==> src/rtl/wb_slv_pkg.sv <==
// Shared definitions for the Wishbone register slave: FSM state encoding,
// the identification word and the fixed register indices.
package wb_slv_pkg;

    // Bus-side transaction states (WAIT is a keyword, hence the prefix).
    typedef enum logic [1:0] {
        ST_IDLE = 2'd0,
        ST_WAIT = 2'd1,
        ST_ACK  = 2'd2
    } wb_state_e;

    // Identification word returned from word index 0.
    localparam logic [31:0] ID_VALUE = 32'h05B5_0001;

    // Fixed register map.
    localparam int IDX_ID  = 0;   // read-only ID word
    localparam int IDX_CNT = 1;   // read-only completed-transaction counter
    localparam int IDX_RW0 = 2;   // first read/write register

    // Bus geometry.
    localparam int ADR_W  = 12;
    localparam int WIDX_W = 10;   // word index = byte address [11:2]
    localparam int DATA_W = 32;
    localparam int SEL_W  = 4;

endpackage

==> src/rtl/wb_slv_regfile.sv <==
// Byte-enabled read/write register storage for the Wishbone register slave.
// One write port with a 4-bit lane enable, one combinational read port.
// Storage is split into one byte-wide array per lane so each lane has a
// single driver; out-of-range reads return zero.
module wb_slv_regfile
    import wb_slv_pkg::*;
#(
    parameter int DEPTH = 14,
    parameter int AW    = (DEPTH > 1) ? $clog2(DEPTH) : 1
) (
    input  logic              clk50,
    input  logic              arst_n,
    input  logic              wr_en,
    input  logic [AW-1:0]     wr_addr,
    input  logic [SEL_W-1:0]  wr_lane,
    input  logic [DATA_W-1:0] wr_data,
    input  logic [AW-1:0]     rd_addr,
    output logic [DATA_W-1:0] rd_data
);

    localparam logic [AW:0] DEPTH_W = (AW+1)'(DEPTH);

    logic wr_in_range;
    logic rd_in_range;

    assign wr_in_range = ({1'b0, wr_addr} < DEPTH_W);
    assign rd_in_range = ({1'b0, rd_addr} < DEPTH_W);

    genvar gi;
    generate
        for (gi = 0; gi < SEL_W; gi++) begin : g_lane
            logic [7:0] lane_mem [DEPTH];

            // Per-lane storage: cleared by reset, written only when this lane is enabled.
            always_ff @(posedge clk50 or negedge arst_n) begin
                if (!arst_n) begin
                    for (int i = 0; i < DEPTH; i++) begin
                        lane_mem[i] <= 8'd0;
                    end
                end else if (wr_en && wr_lane[gi] && wr_in_range) begin
                    lane_mem[wr_addr] <= wr_data[8*gi +: 8];
                end
            end

            assign rd_data[8*gi +: 8] = rd_in_range ? lane_mem[rd_addr] : 8'd0;
        end
    endgenerate

endmodule

==> src/rtl/wb_slv_regs.sv <==
// Wishbone classic register slave with programmable wait states.
// Word 0 is a read-only ID, word 1 a read-only count of completed
// transactions, words 2..NREGS-1 are byte-enabled read/write registers.
// Optional build macro WB_SLV_ERR_EN: adds wb_err_o and answers unmapped
// accesses with an error cycle instead of an acknowledge.
module wb_slv_regs
    import wb_slv_pkg::*;
#(
    parameter int NREGS       = 16,
    parameter int WAIT_CYCLES = 3
) (
    input  logic              clk50,
    input  logic              arst_n,
    input  logic [ADR_W-1:0]  wb_adr_i,
    input  logic [DATA_W-1:0] wb_dat_i,
    output logic [DATA_W-1:0] wb_dat_o,
    input  logic              wb_we_i,
    input  logic [SEL_W-1:0]  wb_sel_i,
    input  logic              wb_stb_i,
    input  logic              wb_cyc_i,
    output logic              wb_ack_o
`ifdef WB_SLV_ERR_EN
    ,
    output logic              wb_err_o
`endif
);

    localparam int RF_DEPTH = NREGS - IDX_RW0;
    localparam int RF_AW    = (RF_DEPTH > 1) ? $clog2(RF_DEPTH) : 1;

    localparam logic [WIDX_W:0]   NREGS_W   = (WIDX_W+1)'(NREGS);
    localparam logic [WIDX_W-1:0] IDX_ID_W  = WIDX_W'(IDX_ID);
    localparam logic [WIDX_W-1:0] IDX_CNT_W = WIDX_W'(IDX_CNT);
    localparam logic [WIDX_W-1:0] IDX_RW0_W = WIDX_W'(IDX_RW0);
    localparam logic [3:0]        WAIT_LOAD = (WAIT_CYCLES > 0) ? 4'(WAIT_CYCLES - 1) : 4'd0;

    wb_state_e state_reg;
    wb_state_e state_next;
    logic [3:0] wait_cnt_reg;
    logic [3:0] wait_cnt_next;

    // Request fields captured on the accepting edge.
    logic [WIDX_W-1:0] idx_reg;
    logic              we_reg;
    logic [SEL_W-1:0]  sel_reg;
    logic [DATA_W-1:0] dat_reg;

    logic [DATA_W-1:0] trans_cnt_reg;

    logic request;
    logic capture;
    logic enter_ack;
    logic in_ack;

    // Byte-address bits [1:0] carry no meaning for word-wide registers.
    logic unused_adr_lsb;
    assign unused_adr_lsb = ^wb_adr_i[1:0];

    assign request = wb_cyc_i & wb_stb_i;
    assign in_ack  = (state_reg == ST_ACK);

    // Next-state logic: accept in IDLE, count down wait states, abort on lost cycle.
    always_comb begin
        state_next    = state_reg;
        wait_cnt_next = wait_cnt_reg;
        capture       = 1'b0;
        enter_ack     = 1'b0;
        unique case (state_reg)
            ST_IDLE: begin
                if (request) begin
                    capture = 1'b1;
                    if (WAIT_CYCLES == 0) begin
                        state_next = ST_ACK;
                        enter_ack  = 1'b1;
                    end else begin
                        state_next    = ST_WAIT;
                        wait_cnt_next = WAIT_LOAD;
                    end
                end
            end
            ST_WAIT: begin
                if (!wb_cyc_i) begin
                    // Master gave up: drop the transaction, leave the counter alone.
                    state_next = ST_IDLE;
                end else if (wait_cnt_reg == 4'd0) begin
                    state_next = ST_ACK;
                    enter_ack  = 1'b1;
                end else begin
                    wait_cnt_next = wait_cnt_reg - 4'd1;
                end
            end
            ST_ACK: begin
                state_next = ST_IDLE;
            end
            default: begin
                state_next = ST_IDLE;
            end
        endcase
    end

    // FSM state and wait-state counter registers.
    always_ff @(posedge clk50 or negedge arst_n) begin
        if (!arst_n) begin
            state_reg    <= ST_IDLE;
            wait_cnt_reg <= 4'd0;
        end else begin
            state_reg    <= state_next;
            wait_cnt_reg <= wait_cnt_next;
        end
    end

    // Capture the request on the accepting edge; later bus changes are ignored.
    always_ff @(posedge clk50 or negedge arst_n) begin
        if (!arst_n) begin
            idx_reg <= '0;
            we_reg  <= 1'b0;
            sel_reg <= '0;
            dat_reg <= '0;
        end else if (capture) begin
            idx_reg <= wb_adr_i[ADR_W-1:2];
            we_reg  <= wb_we_i;
            sel_reg <= wb_sel_i;
            dat_reg <= wb_dat_i;
        end
    end

    // Write path. With zero wait states the ACK is entered on the very edge
    // that accepts the request, so the live bus fields are used from IDLE;
    // otherwise the captured fields are used.
    logic              src_bus;
    logic [WIDX_W-1:0] wr_idx;
    logic              wr_we;
    logic [SEL_W-1:0]  wr_sel;
    logic [DATA_W-1:0] wr_dat;
    logic              wr_mapped;
    logic              rf_wr_en;
    logic [RF_AW-1:0]  rf_wr_addr;

    assign src_bus    = (state_reg == ST_IDLE);
    assign wr_idx     = src_bus ? wb_adr_i[ADR_W-1:2] : idx_reg;
    assign wr_we      = src_bus ? wb_we_i  : we_reg;
    assign wr_sel     = src_bus ? wb_sel_i : sel_reg;
    assign wr_dat     = src_bus ? wb_dat_i : dat_reg;
    assign wr_mapped  = ({1'b0, wr_idx} < NREGS_W);
    assign rf_wr_en   = enter_ack & wr_we & wr_mapped & (wr_idx >= IDX_RW0_W);
    assign rf_wr_addr = RF_AW'(wr_idx - IDX_RW0_W);

    // Read path, always addressed by the captured index.
    logic              rd_mapped;
    logic [RF_AW-1:0]  rf_rd_addr;
    logic [DATA_W-1:0] rf_rd_data;
    logic [DATA_W-1:0] read_word;

    assign rd_mapped  = ({1'b0, idx_reg} < NREGS_W);
    assign rf_rd_addr = RF_AW'(idx_reg - IDX_RW0_W);

    wb_slv_regfile #(
        .DEPTH (RF_DEPTH),
        .AW    (RF_AW)
    ) u_regfile (
        .clk50   (clk50),
        .arst_n  (arst_n),
        .wr_en   (rf_wr_en),
        .wr_addr (rf_wr_addr),
        .wr_lane (wr_sel),
        .wr_data (wr_dat),
        .rd_addr (rf_rd_addr),
        .rd_data (rf_rd_data)
    );

    // Register map decode for the addressed word; unmapped words read as zero.
    always_comb begin
        read_word = '0;
        if (rd_mapped) begin
            if (idx_reg == IDX_ID_W) begin
                read_word = ID_VALUE;
            end else if (idx_reg == IDX_CNT_W) begin
                read_word = trans_cnt_reg;
            end else begin
                read_word = rf_rd_data;
            end
        end
    end

    // Count completed mapped transactions as the ack cycle retires, so a read
    // of the counter reports the total before the current transaction.
    always_ff @(posedge clk50 or negedge arst_n) begin
        if (!arst_n) begin
            trans_cnt_reg <= '0;
        end else if (in_ack && rd_mapped) begin
            trans_cnt_reg <= trans_cnt_reg + 32'd1;
        end
    end

    // Outputs derive only from registered state, so they drop to zero the
    // moment reset asserts.
    assign wb_dat_o = in_ack ? read_word : '0;

`ifdef WB_SLV_ERR_EN
    assign wb_ack_o = in_ack & rd_mapped;
    assign wb_err_o = in_ack & ~rd_mapped;
`else
    assign wb_ack_o = in_ack;
`endif

endmodule

==> config.mk <==
export PLATFORM = sky130hd
export DESIGN_NAME = wb_slv_regs
export DESIGN_NICKNAME = d
export VERILOG_FILES = /design/src/rtl/wb_slv_pkg.sv /design/src/rtl/wb_slv_regfile.sv /design/src/rtl/wb_slv_regs.sv
export SDC_FILE = /design/constraint.sdc
export NUM_CORES = 1
export LEC_CHECK = 0
export BUFFER_PORTS_ARGS = -buffer_cell sky130_fd_sc_hd__buf_2
export CAP_MARGIN = 25
export CORE_ASPECT_RATIO = 0.9
export CORE_UTILIZATION = 40
export DETAILED_ROUTE_END_ITERATION = 8
export MAX_ROUTING_LAYER = met4
export PLACE_DENSITY = 0.57
export SLEW_MARGIN = 20
export SYNTH_ARGS = -nofsm -noshare
export SYNTH_HDL_FRONTEND = slang
export SYNTH_SLANG_ARGS = --single-unit
==> constraint.sdc <==
create_clock -name clk50 -period 5.22 [get_ports clk50]
set_input_delay 0.261 -clock clk50 [delete_from_list [all_inputs] [get_ports clk50]]
set_output_delay 0.261 -clock clk50 [all_outputs]
set_load 0.05 [all_outputs]
==> Word level (Yosys, flattened, before mapping) <==
Index checks and enable logic that the tools add are counted.
{ "totals": {"register_bits": 533, "in_bits": 53, "output_inout_bits": 33, "word_cells": 147} }
{ "op_classes": {"addsub": 4, "n_lt_le_gt_ge": 8, "n_eq_ne": 7, "n_mux": 43, "n_bitwise": 6, "n_reduce_logical": 16} }
{ "op_table": {"columns": ["op", "count"], "rows": [
  ["$bwmux W112", 4],
  ["$mux W32", 5],
  ["$bmux W8 S4", 4],
  ["$mux W8", 13],
  ["$add A32 B1 Y32 const B", 1],
  ["$demux W8 S4", 1],
  ["$lt A10 B5 Y1 const B", 2],
  ["$mux W4", 4],
  ["$eq A10 B1 Y1 const B", 1],
  ["$ge A10 B2 Y1 const B", 1],
  ["$ge A5 B5 Y1 const B", 2],
  ["$logic_and A1 B1 Y1", 10],
  ["$logic_not A10 Y1", 1],
  ["$mux W10", 1],
  ["$not A4 Y5", 2],
  ["$lt A4 B4 Y1 const B", 2],
  ["$pmux W4 S2", 1],
  ["$sub A4 B2 Y4 const B", 2],
  ["$mux W1", 6],
  ["$mux W2", 3],
  ["$ne A2 B2 Y1 const B", 3],
  ["$lt A5 B1 Y1 const B", 1],
  ["$and A1 B1 Y1", 4],
  ["$logic_not A4 Y1", 1],
  ["9 further kinds", 9]
]} }

==> Longest topological paths before layout <==
{ "logic_depth": {"ltp_word": 10, "depth_mapped": 15, "depth_no_buf": 9} }

==> Hierarchy <==
From an unflattened synthesis, not the netlist that was laid out.
{ "hier_totals": {"cells_unflattened": 1883, "area_unflattened_um2": 25319.3} }
{ "modules_own_cells": {"columns": ["mod", "n_inst", "cells_each", "area_each_um2", "seq_area_each_um2"], "rows": [
  ["wb_slv_regfile", 1, 1466, 20523.4, 11210.8],
  ["wb_slv_regs", 1, 417, 4795.8, 2127.0]
]} }

==> Worst setup path before layout <==
Ideal clock, no wire load.
{ "synth_path": {"path_type": "register -> register", "from": "reg state_reg[1]", "to": "reg u_regfile.g_lane[1].lane_mem[57] (netlist bit)", "setup_time_ns": 0.128, "arrival_ns": 3.534, "required_time_ns": 5.092, "slack_ns": 1.559, "stages_incl_launch_ff": 15, "n_path_buf": 5, "period_less_slack_ns": 3.661, "path_cell_list": "dfrtp_1 -> buf_2 -> nor2_1 -> buf_2 -> nand2_1 -> o21ai_0 -> buf_2 -> buf_2 -> inv_1 -> ha_1 -> nand3b_1 -> a32oi_4 -> buf_4 -> o211ai_4 -> mux2_1"} }
{ "synth_between": {"elab_chain_cells": 9, "word_cells_on_any_way": 23, "classes_between": "1 x add/sub; 5 x order compare; 1 x eq/ne; 8 x mux; 4 x bitwise; 4 x reduce/logical"} }
{ "synth_rtl": {"columns": ["element", "line", "text"], "rows": [
  ["start, declared", "wb_slv_regs.sv:37", "wb_state_e state_reg;"],
  ["start signal, assigned", "wb_slv_regs.sv:107", "state_reg <= state_next;"],
  ["$logic_not A2 Y1", "wb_slv_regs.sv:139", "assign src_bus = (state_reg == ST_IDLE);"],
  ["$mux W10", "wb_slv_regs.sv:140", "assign wr_idx = src_bus ? wb_adr_i[ADR_W-1:2] : idx_reg;"],
  ["$sub A4 B2 Y4", "wb_slv_regs.sv:146", "assign rf_wr_addr = RF_AW'(wr_idx - IDX_RW0_W);"],
  ["$not A4 Y5 (implied by the code)", "wb_slv_regfile.sv:41", "lane_mem[wr_addr] <= wr_data[8*gi +: 8];"],
  ["$ge A5 B5 Y1 (implied by the code) or $lt A5 B1 Y1 (tied branches)", "wb_slv_regfile.sv:41", null],
  ["$logic_and A1 B1 Y1 (implied by the code)", "wb_slv_regfile.sv:41", null],
  ["$mux W8 (implied by the code)", "wb_slv_regfile.sv:41", null],
  ["$demux W8 S4", "wb_slv_regfile.sv:41", null],
  ["$bwmux W112", "wb_slv_regfile.sv:41", null],
  ["end signal, assigned by index", "wb_slv_regfile.sv:41", null],
  ["end, declared", "wb_slv_regfile.sv:32", "logic [7:0] lane_mem [DEPTH];"]
]} }
Parallel ways exist; a longest one is shown, timed or not.
A chain may end at the register's enable or synchronous reset.

==> Worst setup path in the final report <==
{ "layout_path": {"from": "reg idx_reg[1]", "to": "out wb_dat_o[3]"} }
{ "layout_between": {"elab_chain_cells": 10, "word_cells_on_any_way": 14, "classes_between": "1 x add/sub; 2 x order compare; 1 x eq/ne; 8 x mux; 1 x bitwise; 1 x reduce/logical"} }
{ "layout_rtl": {"columns": ["element", "line", "text"], "rows": [
  ["start, declared", "wb_slv_regs.sv:43", "logic [WIDX_W-1:0] idx_reg;"],
  ["start signal, assigned", "wb_slv_regs.sv:120", "idx_reg <= wb_adr_i[ADR_W-1:2];"],
  ["$sub A4 B2 Y4", "wb_slv_regs.sv:155", "assign rf_rd_addr = RF_AW'(idx_reg - IDX_RW0_W);"],
  ["$not A4 Y5 (implied by the code)", "wb_slv_regfile.sv:45", "assign rd_data[8*gi +: 8] = rd_in_range ? lane_mem[rd_addr] : 8'd0;"],
  ["$bmux W8 S4", "wb_slv_regfile.sv:45", null],
  ["$mux W8 (implied by the code) (2 in a row)", "wb_slv_regfile.sv:45", null],
  ["$mux W8", "wb_slv_regfile.sv:45", null],
  ["$mux W32", "wb_slv_regs.sv:177", "end else if (idx_reg == IDX_CNT_W) begin"],
  ["$mux W32", "wb_slv_regs.sv:175", "if (idx_reg == IDX_ID_W) begin"],
  ["$mux W32 (*)", "wb_slv_regs.sv:174", "if (rd_mapped) begin"],
  ["$mux W32 (*)", "wb_slv_regs.sv:197", "assign wb_dat_o = in_ack ? read_word : '0;"],
  ["end, declared", "wb_slv_regs.sv:16", "output logic [DATA_W-1:0] wb_dat_o,"]
]} }
Mark *: on every way between the ends. The rest lies on a longest branch, timed or not. The select of a mux whose other input is x is not followed.

==> flow_metrics.py <==
metrics = {
    "clock_tree": {
        "htree_levels": 2,
        "cts_root_buf": "clkbuf_16",
        "cts_made_buffers": 59,
        "insertion_delay_ns": 0.62,
        "path_clk_slew_ns": 0.06,
        "cts_buffer_depth": 3,
        "cts_resized": 0,
        "cts_tree": "done",
        "cts_setup_buffers": 0,
        "clock_sinks": 533,
    },
    "synthesis": {
        "syn_inst": 1860,
        "ys_ff_latch": 533,
        "yosys.area.top_type": "dfrtp_1",
        "synth_fp_nets": 1918,
        "synth_top_area_share_pct": 51.1,
        "synthMostInstantiatedCell": "dfrtp_1",
        "synth.top_cells.by_area": "dfrtp_1, mux2_2, mux4_2",
        "yosys_warnings": 0,
        "synth_common_cells": "dfrtp_1, mux2_2, nand2_1",
        "synth_cell_type_count": 62,
        "synth_edf_count": 0,
        "synth_area_mm2": 0.0261,
        "ys_seq_area_share_pct": 51.1,
        "async_reset_ff_share_pct": 100,
        "avgSynthCellArea_um2": 14.0,
        "ys.flop_type": "dfrtp_1",
    },
    "worst_setup_path": {
        "r2r-start": "idx_reg[1]$_DFFE_PN0P_",
        "critPathMaxStageDelay_ns": 0.78,
        "endpoint_kind": "output port",
        "path_common_cell": "buf_4",
        "reg2reg_slack_ns": 1.23,
        "crit_buf_inv": 3,
        "cp-startpoint": "idx_reg[1]$_DFFE_PN0P_",
        "crit_family": "buffers and inverters",
        "slowest_stage": "dfrtp_4",
        "path_max_fanout": 45,
        "required_ns": 4.96,
        "cp.depth": 7,
        "worstSetupPathType": "flop to output port",
        "cp_cell_sequence": "buf_4 > buf_4 > mux4_2 > mux2i_1 > a211o_1 > a21oi_1 > buf_2",
        "critPathCapture": "wb_dat_o[3]",
        "timing.rr.end": "u_regfile.g_lane[0].lane_mem[29]$_DFFE_PN0P_",
        "r2r_cells": 8,
        "startpoint_type": "flop",
        "crit_arrival_ns": 3.95,
    },
    "sta": {
        "fmax_ghz": 0.237,
        "worstMarginPinSlew_ns": 1.09,
        "rsz0062_at_grt": "no",
        "period_needed_ns": 4.22,
        "setup_violations": 0,
        "hold_viol": 0,
        "slew_violations": 0,
        "maxSlewHeadroom_pct": 27.5,
        "finClkSkew_ns": 0.0125,
        "post-route-period-util_pct": 80.8,
        "fin_setup_tns_ns": 0,
    },
    "floorplan": {
        "row_count": 88,
        "coreArea_mm2": 0.0643,
        "start_util_pct": 40.6,
        "die_area_mm2": 0.0663,
        "ios": 86,
        "die_width_um": 271,
        "die_h_um": 244,
    },
    "run_status": {
        "status": "completed",
    },
    "place": {
        "dp_hpwl_mm": 41.2,
        "portBuffers": 83,
        "dpl_cell_area_mm2": 0.0274,
        "gp_congestion": 0.817,
    },
    "worst_hold_path": {
        "hold_class": "input port to async pin",
    },
    "route": {
        "wirelength_mm": 64.6,
        "drc": 0,
        "ant_nets": 0,
        "drt_iter0_drc": 1054,
        "drtPass1Iterations": 5,
        "viasPerCell": 5.54,
        "vias": 15834,
        "routedWlPerCell_um": 22.6,
    },
    "power_and_ir_drop": {
        "p_leak_nw": 14.5,
        "power_mw": 12.0,
        "p_per_area_mw_per_mm2": 401,
        "ir_drop_v": 0.000361,
    },
    "layout": {
        "area_growth_pct": 14.4,
        "final_core_util_pct": 46.4,
        "final_area_mm2": 0.0299,
        "largest_register_ffs": 448,
        "fillers": 5707,
        "fin_nets": 2016,
        "final_layout_size_suffix_gt1_share_pct": 44.2,
    },
    "grt": {
        "grt_pass1_wl_mm": 101,
        "grt_max_degree": 137,
        "grt_pass1_vias": 16656,
        "antenna_found_initial": 1,
        "grt_usage_pct": 20.5,
        "overflow": 0,
    },
    "flow_run": {
        "max-cap-violations": 0,
    },
}
==> how the worst min path moves through the flow <==
stage,slack [ns],end,from,cells after the start
6_report,0.31,dat_reg[28]$_DFFE_PN0P_,arst_n,2
5_1_grt,0.37,state_reg[0]$_DFFE_PN0P_,wb_stb_i,4
4_1_cts,0.32,state_reg[0]$_DFFE_PN0P_,wb_stb_i,4
3_5_place_dp,0.41,dat_reg[28]$_DFFE_PN0P_,arst_n,1
3_3_place_gp,0.41,dat_reg[28]$_DFFE_PN0P_,arst_n,1
2_1_floorplan,-0.03,dat_reg[0]$_DFFE_PN0P_,arst_n,0
==> report_power, final <==
group / total [mW] / switching (mW) / internal, mW
clock network: 4.17 / 1.68 / 2.50
registers: 4.50 / 0.204 / 4.29
logic: 3.32 / 2.23 / 1.08
==> layer usage <==
metal	GRT usage [%]	vias up	share of wire [%]
met1	28.4	8323	47
met4	5.17	0	2.1
met2	31.0	328	46
met5	-	-	0
met3	3.70	95	4.9
li1	-	7088	-
==> area by class of cell <==
cell class              instances  area (um^2)  area share (%)
diodes                          1         2.50         0.00838
clock buffers                  93         1810            6.05
clock inverters                12          135           0.453
inverters                       9         33.8           0.113
multi-input cells            1181        12200            40.7
flip-flops and latches        533        13300            44.7
well taps                     855         1070            3.58
repair buffers                174         1310            4.39
==> per-stage QoR <==
step	setup WS, ns	std cells	hold WS [ns]
6_report	1.00	2858	0.311
5_1_grt	0.815	2858	0.373
4_1_cts	0.950	2857	0.323
3_5_place_dp	1.25	2703	0.411
3_3_place_gp	1.30	2701	0.408
2_1_floorplan	1.56	1860	-0.0346
==> worst register-to-register path: stages (launching register included) <==
cell	delay (ns)
dfrtp_4	0.78
inv_1	0.38
o21ai_4	0.24
buf_4	0.25
ha_2	0.47
buf_4	0.28
a211oi_2	0.75
o211ai_4	0.33
mux2_2	0.37
==> what timing repair did <==
action,in CTS,in global routing
hold endpoints to repair,156,0
hold buffers,49,0
endpoints found under the setup margin,0,0
==> kinds of logic after synthesis <==
family	count (synthesis)	synth area share, %
buffers and inverters	146	2.57
flip-flops	533	51.1
XOR/XNOR	35	1.17
AO/OA/AOI/OAI	170	6.30
multiplexers	633	31.1
AND/OR/NAND/NOR	338	7.54
adder cells (fa/ha/maj)	5	0.240
==> layout by cell type (no fill, tap or decap), types with 28 or more instances in the layout <==
cell,synthesis,layout
clkbuf_16,0,61
dfrtp_1,533,531
xnor2_1,29,28
buf_4,4,35
mux4_2,88,88
a21oi_1,41,41
dlygate4sd3_1,0,49
nand2_1,205,205
buf_2,30,82
mux2_2,494,494
mux2i_1,33,33
Note: power is estimated with default switching activity, not from simulation.
